===== config.mk =====
export PLATFORM = sky130hd
export DESIGN_NAME = cla_nibble_seq
export DESIGN_NICKNAME = d
export VERILOG_FILES = /design/src/rtl/cla_nibble_seq_pkg.sv /design/src/rtl/cla_4.sv /design/src/rtl/cla_nibble_seq.sv
export SDC_FILE = /design/constraint.sdc
export NUM_CORES = 1
export LEC_CHECK = 0
export ABC_AREA = 1
export CORE_MARGIN = 5
export CORE_UTILIZATION = 50
export DETAILED_ROUTE_END_ITERATION = 8
export PLACE_DENSITY = 0.79
export SYNTH_ARGS = -nofsm -noshare
export SYNTH_HDL_FRONTEND = slang
export SYNTH_HIERARCHICAL = 1
export SYNTH_SLANG_ARGS = --single-unit

===== constraint.sdc =====
create_clock -name clk -period 2.9 [get_ports clk]
set_input_delay 0.29 -clock clk [delete_from_list [all_inputs] [get_ports clk]]
set_output_delay 0.29 -clock clk [all_outputs]
set_load 0.005 [all_outputs]

===== src/rtl/cla_nibble_seq_pkg.sv =====
// Shared definitions for the nibble-serial carry-lookahead adder:
// FSM state encodings, nibble width and the debug view of the controller.
package cla_nibble_seq_pkg;

  // Raw state encodings, kept as plain constants so checkers can match on them.
  localparam logic [1:0] S_IDLE = 2'd0;
  localparam logic [1:0] S_RUN  = 2'd1;
  localparam logic [1:0] S_DONE = 2'd2;

  // Width of the shared lookahead adder slice.
  localparam int NIBW = 4;

  typedef enum logic [1:0] {
    ST_IDLE = S_IDLE,
    ST_RUN  = S_RUN,
    ST_DONE = S_DONE
  } state_e;

  // Controller snapshot: current state, carry between nibbles, and whether the
  // nibble being processed this cycle is the most significant one.
  typedef struct packed {
    state_e state;
    logic   carry;
    logic   last_nib;
  } cla_seq_dbg_t;

endpackage


===== src/rtl/cla_4.sv =====
// 4-bit carry-lookahead adder: all four carries are formed directly from the
// generate/propagate terms and the carry in, with no ripple between bits.
module cla_4 (
  output logic [3:0] S,
  output logic       C,
  input  logic [3:0] A,
  input  logic [3:0] B,
  input  logic       C0
);

  logic [3:0] g;
  logic [3:0] p;
  logic [4:0] c;

  // Generate/propagate terms and flattened lookahead carry equations.
  always_comb begin
    g    = A & B;
    p    = A ^ B;
    c[0] = C0;
    c[1] = g[0] | (p[0] & C0);
    c[2] = g[1] | (p[1] & g[0]) | (p[1] & p[0] & C0);
    c[3] = g[2] | (p[2] & g[1]) | (p[2] & p[1] & g[0]) | (p[2] & p[1] & p[0] & C0);
    c[4] = g[3] | (p[3] & g[2]) | (p[3] & p[2] & g[1]) | (p[3] & p[2] & p[1] & g[0])
         | (p[3] & p[2] & p[1] & p[0] & C0);
    S    = p ^ c[3:0];
    C    = c[4];
  end

endmodule


===== src/rtl/cla_nibble_seq.sv =====
// Multi-cycle WIDTH-bit adder/subtractor built around one shared 4-bit
// carry-lookahead adder. Operands are processed one nibble per cycle, LSB
// nibble first, with the carry held in a register between nibbles. WIDTH must
// be a multiple of 4 and at least 8.
//
// Handshake: a transfer happens on a rising edge where valid and ready are
// both high. in_ready is high only in IDLE; operands are sampled solely at the
// accept edge. out_valid is high only in DONE, and sum/cout/ovf stay stable
// until the edge where out_ready is seen high; after that out_valid drops and
// the result registers keep their last value.
module cla_nibble_seq
  import cla_nibble_seq_pkg::*;
#(
  parameter int WIDTH = 16
) (
  input  logic             clk,
  input  logic             rst,
  input  logic             in_valid,
  output logic             in_ready,
  input  logic [WIDTH-1:0] a,
  input  logic [WIDTH-1:0] b,
  input  logic             cin,
  input  logic             sub,
  output logic             out_valid,
  input  logic             out_ready,
  output logic [WIDTH-1:0] sum,
  output logic             cout,
  output logic             ovf,
  output logic             busy,
  output cla_seq_dbg_t     dbg
);

  localparam int NIB  = WIDTH / NIBW;
  localparam int IDXW = (NIB > 1) ? $clog2(NIB) : 1;
  localparam logic [IDXW-1:0] LAST_IDX = IDXW'(NIB - 1);

  state_e           state;
  logic [IDXW-1:0]  idx;
  logic [WIDTH-1:0] op_a;
  logic [WIDTH-1:0] op_b;
  logic [WIDTH-1:0] sum_reg;
  logic             carry_reg;
  logic             cout_reg;
  logic             ovf_reg;

  logic [NIBW-1:0]  nib_a;
  logic [NIBW-1:0]  nib_b;
  logic [NIBW-1:0]  nib_s;
  logic             nib_c;
  logic             last_nib;

  // Select the operand nibbles for the current step; the carry only ever
  // comes from carry_reg, so there is no combinational path from a/b to sum.
  always_comb begin
    nib_a    = op_a[NIBW*idx +: NIBW];
    nib_b    = op_b[NIBW*idx +: NIBW];
    last_nib = (idx == LAST_IDX);
  end

  cla_4 u_cla (
    .S  (nib_s),
    .C  (nib_c),
    .A  (nib_a),
    .B  (nib_b),
    .C0 (carry_reg)
  );

  // Controller, index counter, operand and result registers.
  always_ff @(posedge clk) begin
    if (rst) begin
      state     <= ST_IDLE;
      idx       <= '0;
      op_a      <= '0;
      op_b      <= '0;
      sum_reg   <= '0;
      carry_reg <= 1'b0;
      cout_reg  <= 1'b0;
      ovf_reg   <= 1'b0;
    end else begin
      case (state)
        ST_IDLE: begin
          if (in_valid) begin
            // Subtraction is a + ~b + 1, so the inversion and the +1 happen here.
            op_a      <= a;
            op_b      <= sub ? ~b : b;
            carry_reg <= sub ? 1'b1 : cin;
            idx       <= '0;
            sum_reg   <= '0;
            state     <= ST_RUN;
          end
        end
        ST_RUN: begin
          sum_reg[NIBW*idx +: NIBW] <= nib_s;
          carry_reg                 <= nib_c;
          if (last_nib) begin
            cout_reg <= nib_c;
            ovf_reg  <= (op_a[WIDTH-1] == op_b[WIDTH-1]) && (nib_s[NIBW-1] != op_a[WIDTH-1]);
            state    <= ST_DONE;
          end else begin
            idx <= idx + 1'b1;
          end
        end
        ST_DONE: begin
          if (out_ready) begin
            state <= ST_IDLE;
          end
        end
        default: begin
          state <= ST_IDLE;
        end
      endcase
    end
  end

  // Handshake and status flags decode directly from the state register.
  always_comb begin
    in_ready     = (state == ST_IDLE);
    out_valid    = (state == ST_DONE);
    busy         = (state != ST_IDLE);
    sum          = sum_reg;
    cout         = cout_reg;
    ovf          = ovf_reg;
    dbg.state    = state;
    dbg.carry    = carry_reg;
    dbg.last_nib = last_nib;
  end

endmodule


### Yosys cells after proc, flatten, opt, wreduce, memory -nomap -nowiden

Index checks and enable logic that the tools add are counted.

| storage, ports and cells | value |
|---|---|
| flip-flop bits (word level) | 55 |
| bits of input ports | 38 |
| output and inout port bits | 25 |
| word-level logic and storage cells | 76 |

| operators by class | value |
|---|---|
| add/subtract/negate cells | 2 |
| equal/unequal tests | 9 |
| shift-type cells | 4 |
| muxes and demuxes | 14 |
| bitwise logic cells | 30 |
| reductions and logical operators | 9 |

Operators with widths:

| kind | number |
|---|---|
| $neg 4->34 | 1 |
| $shift 4x34->16 const A | 1 |
| $shiftx 4x34->16 | 1 |
| $mux 16 | 2 |
| $pmux 16 s2 | 1 |
| $shiftx 16x5->4 | 2 |
| $and 1x1->1 | 16 |
| $bwmux 16 | 1 |
| $not 16->16 | 1 |
| $mux 2 | 5 |
| $or 1x1->1 | 10 |
| $xor 4x4->4 | 2 |
| $ne 2x2->1 const B | 3 |
| $pmux 2 s3 | 1 |
| $reduce_and 2->1 | 3 |
| $reduce_and 3->1 | 2 |
| $and 4x4->4 | 1 |
| $eq 2x2->1 const B | 2 |
| $pmux 2 s2 | 1 |
| $reduce_bool 2->1 | 2 |
| $add 2x1->2 const B | 1 |
| $eq 2x1->1 const B | 1 |
| $logic_not 2->1 | 1 |
| $mux 1 | 2 |
| other kinds (5) | 5 |

### Logic depth before layout (Yosys ltp)

| depth | value |
|---|---|
| depth in word-level cells | 10 |
| gate-level depth with buffers | 15 |
| gate-level depth less buffers | 14 |

### Cells and area by module

Netlist, hierarchy kept.

Modules (own cells, without submodules):

| module | times used | cells each | area an instance (um^2) | seq. area each (um^2) |
|---|---|---|---|---|
| cla_nibble_seq | 1 | 388 | 2671.3 | 1101.1 |
| cla_4 | 1 | 31 | 188.9 | 0.0 |

### Least setup slack after synthesis

Ideal clock, no wire load.

| timing path | value |
|---|---|
| kind | register to register |
| from | register idx[0] |
| to | register sum_reg[13], in the netlist sum[13] |
| arrival | 2114 ps |
| required time | 2830 ps |
| slack | 716 ps |
| stages on the path, launching flop included | 12 |
| buffers on the path | 1 |
| cells stage by stage | dfxtp_1 inv_2 clkbuf_1 nor2_1 o22ai_1 inv_1 fa_1 xnor2_1 nand2_1 nor2_1 nand2_1 a21oi_1 |

| between the ends | value |
|---|---|
| elaborated cells on any way between the ends | 25 |
| those cells by class | add/sub: 1; shift: 4; mux: 2; bitwise: 18 |

RTL lines:

| item | line | text |
|---|---|---|
| start: declaration | cla_nibble_seq.sv:38 | `logic [IDXW-1:0] idx;` |
| start signal: assignment | cla_nibble_seq.sv:100 | `idx <= idx + 1'b1;` |
| $shiftx 16x5->4 (*) | cla_nibble_seq.sv:55 | `nib_a = op_a[NIBW*idx +: NIBW];` |
| net nib_a[0] | cla_nibble_seq.sv:46 | `logic [NIBW-1:0] nib_a;` |
| $xor 4x4->4 | cla_4.sv:18 | `p = A ^ B;` |
| $and 1x1->1 | cla_4.sv:20 | `c[1] = g[0] \| (p[0] & C0);` |
| $or 1x1->1 (*) | cla_4.sv:20 |  |
| $xor 4x4->4 (*) | cla_4.sv:25 | `S = p ^ c[3:0];` |
| net nib_s[1] | cla_nibble_seq.sv:48 | `logic [NIBW-1:0] nib_s;` |
| $shiftx 4x34->16 (*) | cla_nibble_seq.sv:93 | `sum_reg[NIBW*idx +: NIBW] <= nib_s;` |
| $bwmux 16 (*) | cla_nibble_seq.sv:93 |  |
| $pmux 16 s2 (*) | cla_nibble_seq.sv:80 | `case (state)` |
| end signal: indexed assignment | cla_nibble_seq.sv:93 |  |
| end: declaration | cla_nibble_seq.sv:41 | `logic [WIDTH-1:0] sum_reg;` |

Mark *: on every way through the listed nets, which the timed path passes. The rest lies on a longest branch.
A chain may end at the register's enable or synchronous reset.

### Worst setup path after layout

| timing path | value |
|---|---|
| from | register idx[1] |
| to | register sum_reg[7], in the netlist sum[7] |

| between the ends | value |
|---|---|
| longest elaborated chain between the ends | 10 |
| elaborated cells on any way between the ends | 25 |
| those cells by class | add/sub: 1; shift: 4; mux: 2; bitwise: 18 |

RTL lines:

| item | line | text |
|---|---|---|
| $shiftx 16x5->4 (*) | cla_nibble_seq.sv:55 |  |
| net nib_a[2] | cla_nibble_seq.sv:46 |  |
| $xor 4x4->4 | cla_4.sv:18 |  |
| $and 1x1->1 | cla_4.sv:22 | `c[3] = g[2] \| (p[2] & g[1]) \| (p[2] & p[1] & g[0]) \| (p[2] & p[1] & p[0] & C0);` |
| $or 1x1->1 or $and 1x1->1 (tied branches) (2 in series) | cla_4.sv:22 |  |
| $or 1x1->1 (*) | cla_4.sv:22 |  |
| $xor 4x4->4 (*) | cla_4.sv:25 |  |
| net nib_s[3] | cla_nibble_seq.sv:48 |  |
| $shiftx 4x34->16 (*) | cla_nibble_seq.sv:93 |  |
| $bwmux 16 (*) | cla_nibble_seq.sv:93 |  |
| $pmux 16 s2 (*) | cla_nibble_seq.sv:80 |  |

Marked as above.

==> flow_metrics.env <==
export IMPL_outcome="finished clean"
export IMPL_seq_area_mm2=0.00110
export IMPL_ctsHoldBuffers=0
export IMPL_gp_routability_congestion=0.885
export IMPL_max_freq_mhz=416
export IMPL_min_path_type="flop to flop"
export IMPL_ir_drop_mv=0.264
export IMPL_grt_pass1_wl_um=11200
export IMPL_r2r_cells=12
export IMPL_cts_resized=0
export IMPL_postSynthCellCount=419
export IMPL_portBuffers=62
export IMPL_crit_path_end="sum[7]"
export IMPL_clk_latency_ns=0.31
export IMPL_antenna_found_initial=0
export IMPL_synth_main_ff_cell="dfxtp_1"
export IMPL_seq_area_frac_synth_pct=38.5
export IMPL_yosysMostFrequentCell="nor2_1"
export IMPL_cts_htree_levels=2
export IMPL_finalHoldViolCount=0
export IMPL_fin_setup_tns_ns=0
export IMPL_clockRootBuffer="clkbuf_8"
export IMPL_synth_top_area_share_pct=38.5
export IMPL_numCtsBuffers=5
export IMPL_final_cell_area_mm2=0.00357
export IMPL_yosysWarnings=6
export IMPL_tritoncts="done"
export IMPL_ys_seq_elements=55
export IMPL_grt_ovfl_total=0
export IMPL_via_count=2735
export IMPL_num_fill_cells=524
export IMPL_layout_cells_non_filler=543
export IMPL_synth_avg_cell_area_um2=6.83
export IMPL_place_area_mm2=0.00347
export IMPL_cap_violations=0
export IMPL_area_growth_pct=24.9
export IMPL_diodes=0
export IMPL_firstDrtPassIters=4
export IMPL_synthDistinctLibCells=23
export IMPL_ios=63
export IMPL_timing_final_crit_period_ns=2.40
export IMPL_timing_rr_start="idx[1]"
export IMPL_reg2reg_to="sum[7]"
export IMPL_finalWirelength_um=6590
export IMPL_p_per_area_mw_per_mm2=494
export IMPL_p_leak_nw=1.53
export IMPL_clk_pin_slew_worst_paths_ns=0.09
export IMPL_die_w_um=85.6
export IMPL_fin_crit_sh_pct=82.8
export IMPL_post_cts_repair_setup_buffers=0
export IMPL_async_reset_ff_share_pct=0
export IMPL_fin_nets=519
export IMPL_rsz0062_at_grt="no"
export IMPL_multiInputGateArea_mm2=0.00153
export IMPL_startpoint="idx[1]"
export IMPL_die_y_um=85.6
export IMPL_worstPathRequired_ns=3.15
export IMPL_maxSlewViolCount=0
export IMPL_clock_skew_ns=0.00524
export IMPL_cts_sinks=55
export IMPL_setup_violations=0
export IMPL_ant_nets=0
export IMPL_dpl_cell_count=535
export IMPL_synth_area_mm2=0.00286
export IMPL_drive_gt1_share_pct=3.40
export IMPL_start_kind="flop"
export IMPL_place_ws_ns=0.570
export IMPL_endpoint_kind="flop"
export IMPL_tightest_slew_ns=0.912
export IMPL_crit_fanout=13
export IMPL_clk_path_buf_depth=2
export IMPL_criticalPathCategory="flop to flop"
export IMPL_grt_pass1_vias=2553
export IMPL_yosys_top_cells_area="dfxtp_1 (38%), nor2_1 (15%), nand2_1 (10%), o21ai_0 (6.3%), xnor2_1 (5.2%)"
export IMPL_synth_top_area_cell="dfxtp_1"
export IMPL_wl_per_cell_um=12.1
export IMPL_rows=27
export IMPL_grt_max_degree=37
export IMPL_fin_ws_ns=0.499
export IMPL_arrival_ns=2.65
export IMPL_netlist_top_cells_count="nor2_1 (114), nand2_1 (77), dfxtp_1 (55), o21ai_0 (36), nand3_1 (26)"
export IMPL_max_slew_margin_pct=39.0
export IMPL_total_power_mw=1.76
export IMPL_drt_iter0_drc=200
export IMPL_avgViaCountPerCell=5.04
export IMPL_synth_nets=468
export IMPL_core_area_mm2=0.00554
export IMPL_ff2ff_setup_slack_ns=0.50
export IMPL_initial_core_util_pct=51.6
export IMPL_dp_hpwl_um=4970
export IMPL_synth_edf_count=0
export IMPL_grt_usage_pct=18.6
export IMPL_die_area_mm2=0.00733
export IMPL_drc=0
==> where the power goes <==
part	internal (mW)	total, mW	leakage (nW)	switching [mW]
Clock	0.218	0.451	0.0515	0.232
Sequential	0.806	0.844	0.452	0.0381
Combinational	0.208	0.469	1.02	0.261
==> placed cells by master, fill, tap and decap left out <==
cell type,instances
fa_1,1
a21oi_1,16
o21ai_0,36
nand2_1,77
nand2_4,1
o22ai_1,8
clkdlybuf4s50_1,62
nor2_1,114
xnor2_1,17
clkbuf_1,1
nor2_4,1
inv_2,2
or2_0,1
inv_1,25
ha_1,10
nand4_1,2
nand2_2,1
buf_4,4
dfxtp_1,55
clkbuf_8,7
nand3_1,26
nand3b_1,4
==> critical path, stage by stage, from the launching register on <==
cell and delay, ns:
dfxtp_1 0.56, inv_1 0.28, o21ai_0 0.14, o22ai_1 0.09
ha_1 0.35, or2_0 0.21, nand2_1 0.08, nand3_1 0.06
nand2_1 0.14, nand2_1 0.10, nor2_1 0.13, nand2_1 0.08
a21oi_1 0.12
==> final cells by class <==
type	count	share of cell area (%)
inverters	27	2.84
flip-flops and latches	55	30.8
multi-input cells	315	42.8
well taps	72	2.52
repair buffers	66	18.2
clock buffers	8	2.80
==> worst min-delay path by stage <==
stage / startpoint / endpoint / slack, ns / cells after the start
after global placement: op_b[11] / op_b[11] / 0.46 / 2
final: op_b[8] / op_b[8] / 0.49 / 2
after global routing: sum[11] / sum[11] / 0.51 / 2
after detailed placement: op_b[0] / op_b[0] / 0.47 / 2
after CTS: op_b[0] / op_b[0] / 0.49 / 2
after floorplan: rst / sum[4] / 0.36 / 1
==> stage by stage <==
stage	utilization, %	hold slack [ns]
after global routing	64.5	0.514
after CTS	64.5	0.492
after floorplan	-	0.359
after global placement	62.7	0.461
after detailed placement	62.7	0.472
final	64.5	0.489
==> logic make-up (layout without fill, tap and decap cells) <==
family	count (synthesis)	in the layout	share of synthesized area, %
fa+ha+maj	11	11	5.07
compound gates	60	60	10.8
buf+inv	49	101	8.05
simple gates	227	227	32.3
flops	55	55	38.5
xor+xnor	17	17	5.21
==> metal layers <==
| metal | vias up | global-route usage, % | routed length (um) |
|---|---|---|---|
| met4 | 0 | 7.77 | 124 |
| met3 | 10 | 4.13 | 532 |
| met5 | - | 0 | 0 |
| li1 | 1428 | - | - |
| met2 | 80 | 31.0 | 3080 |
| met1 | 1217 | 23.2 | 2850 |
Note: power is estimated with default switching activity, not from simulation.
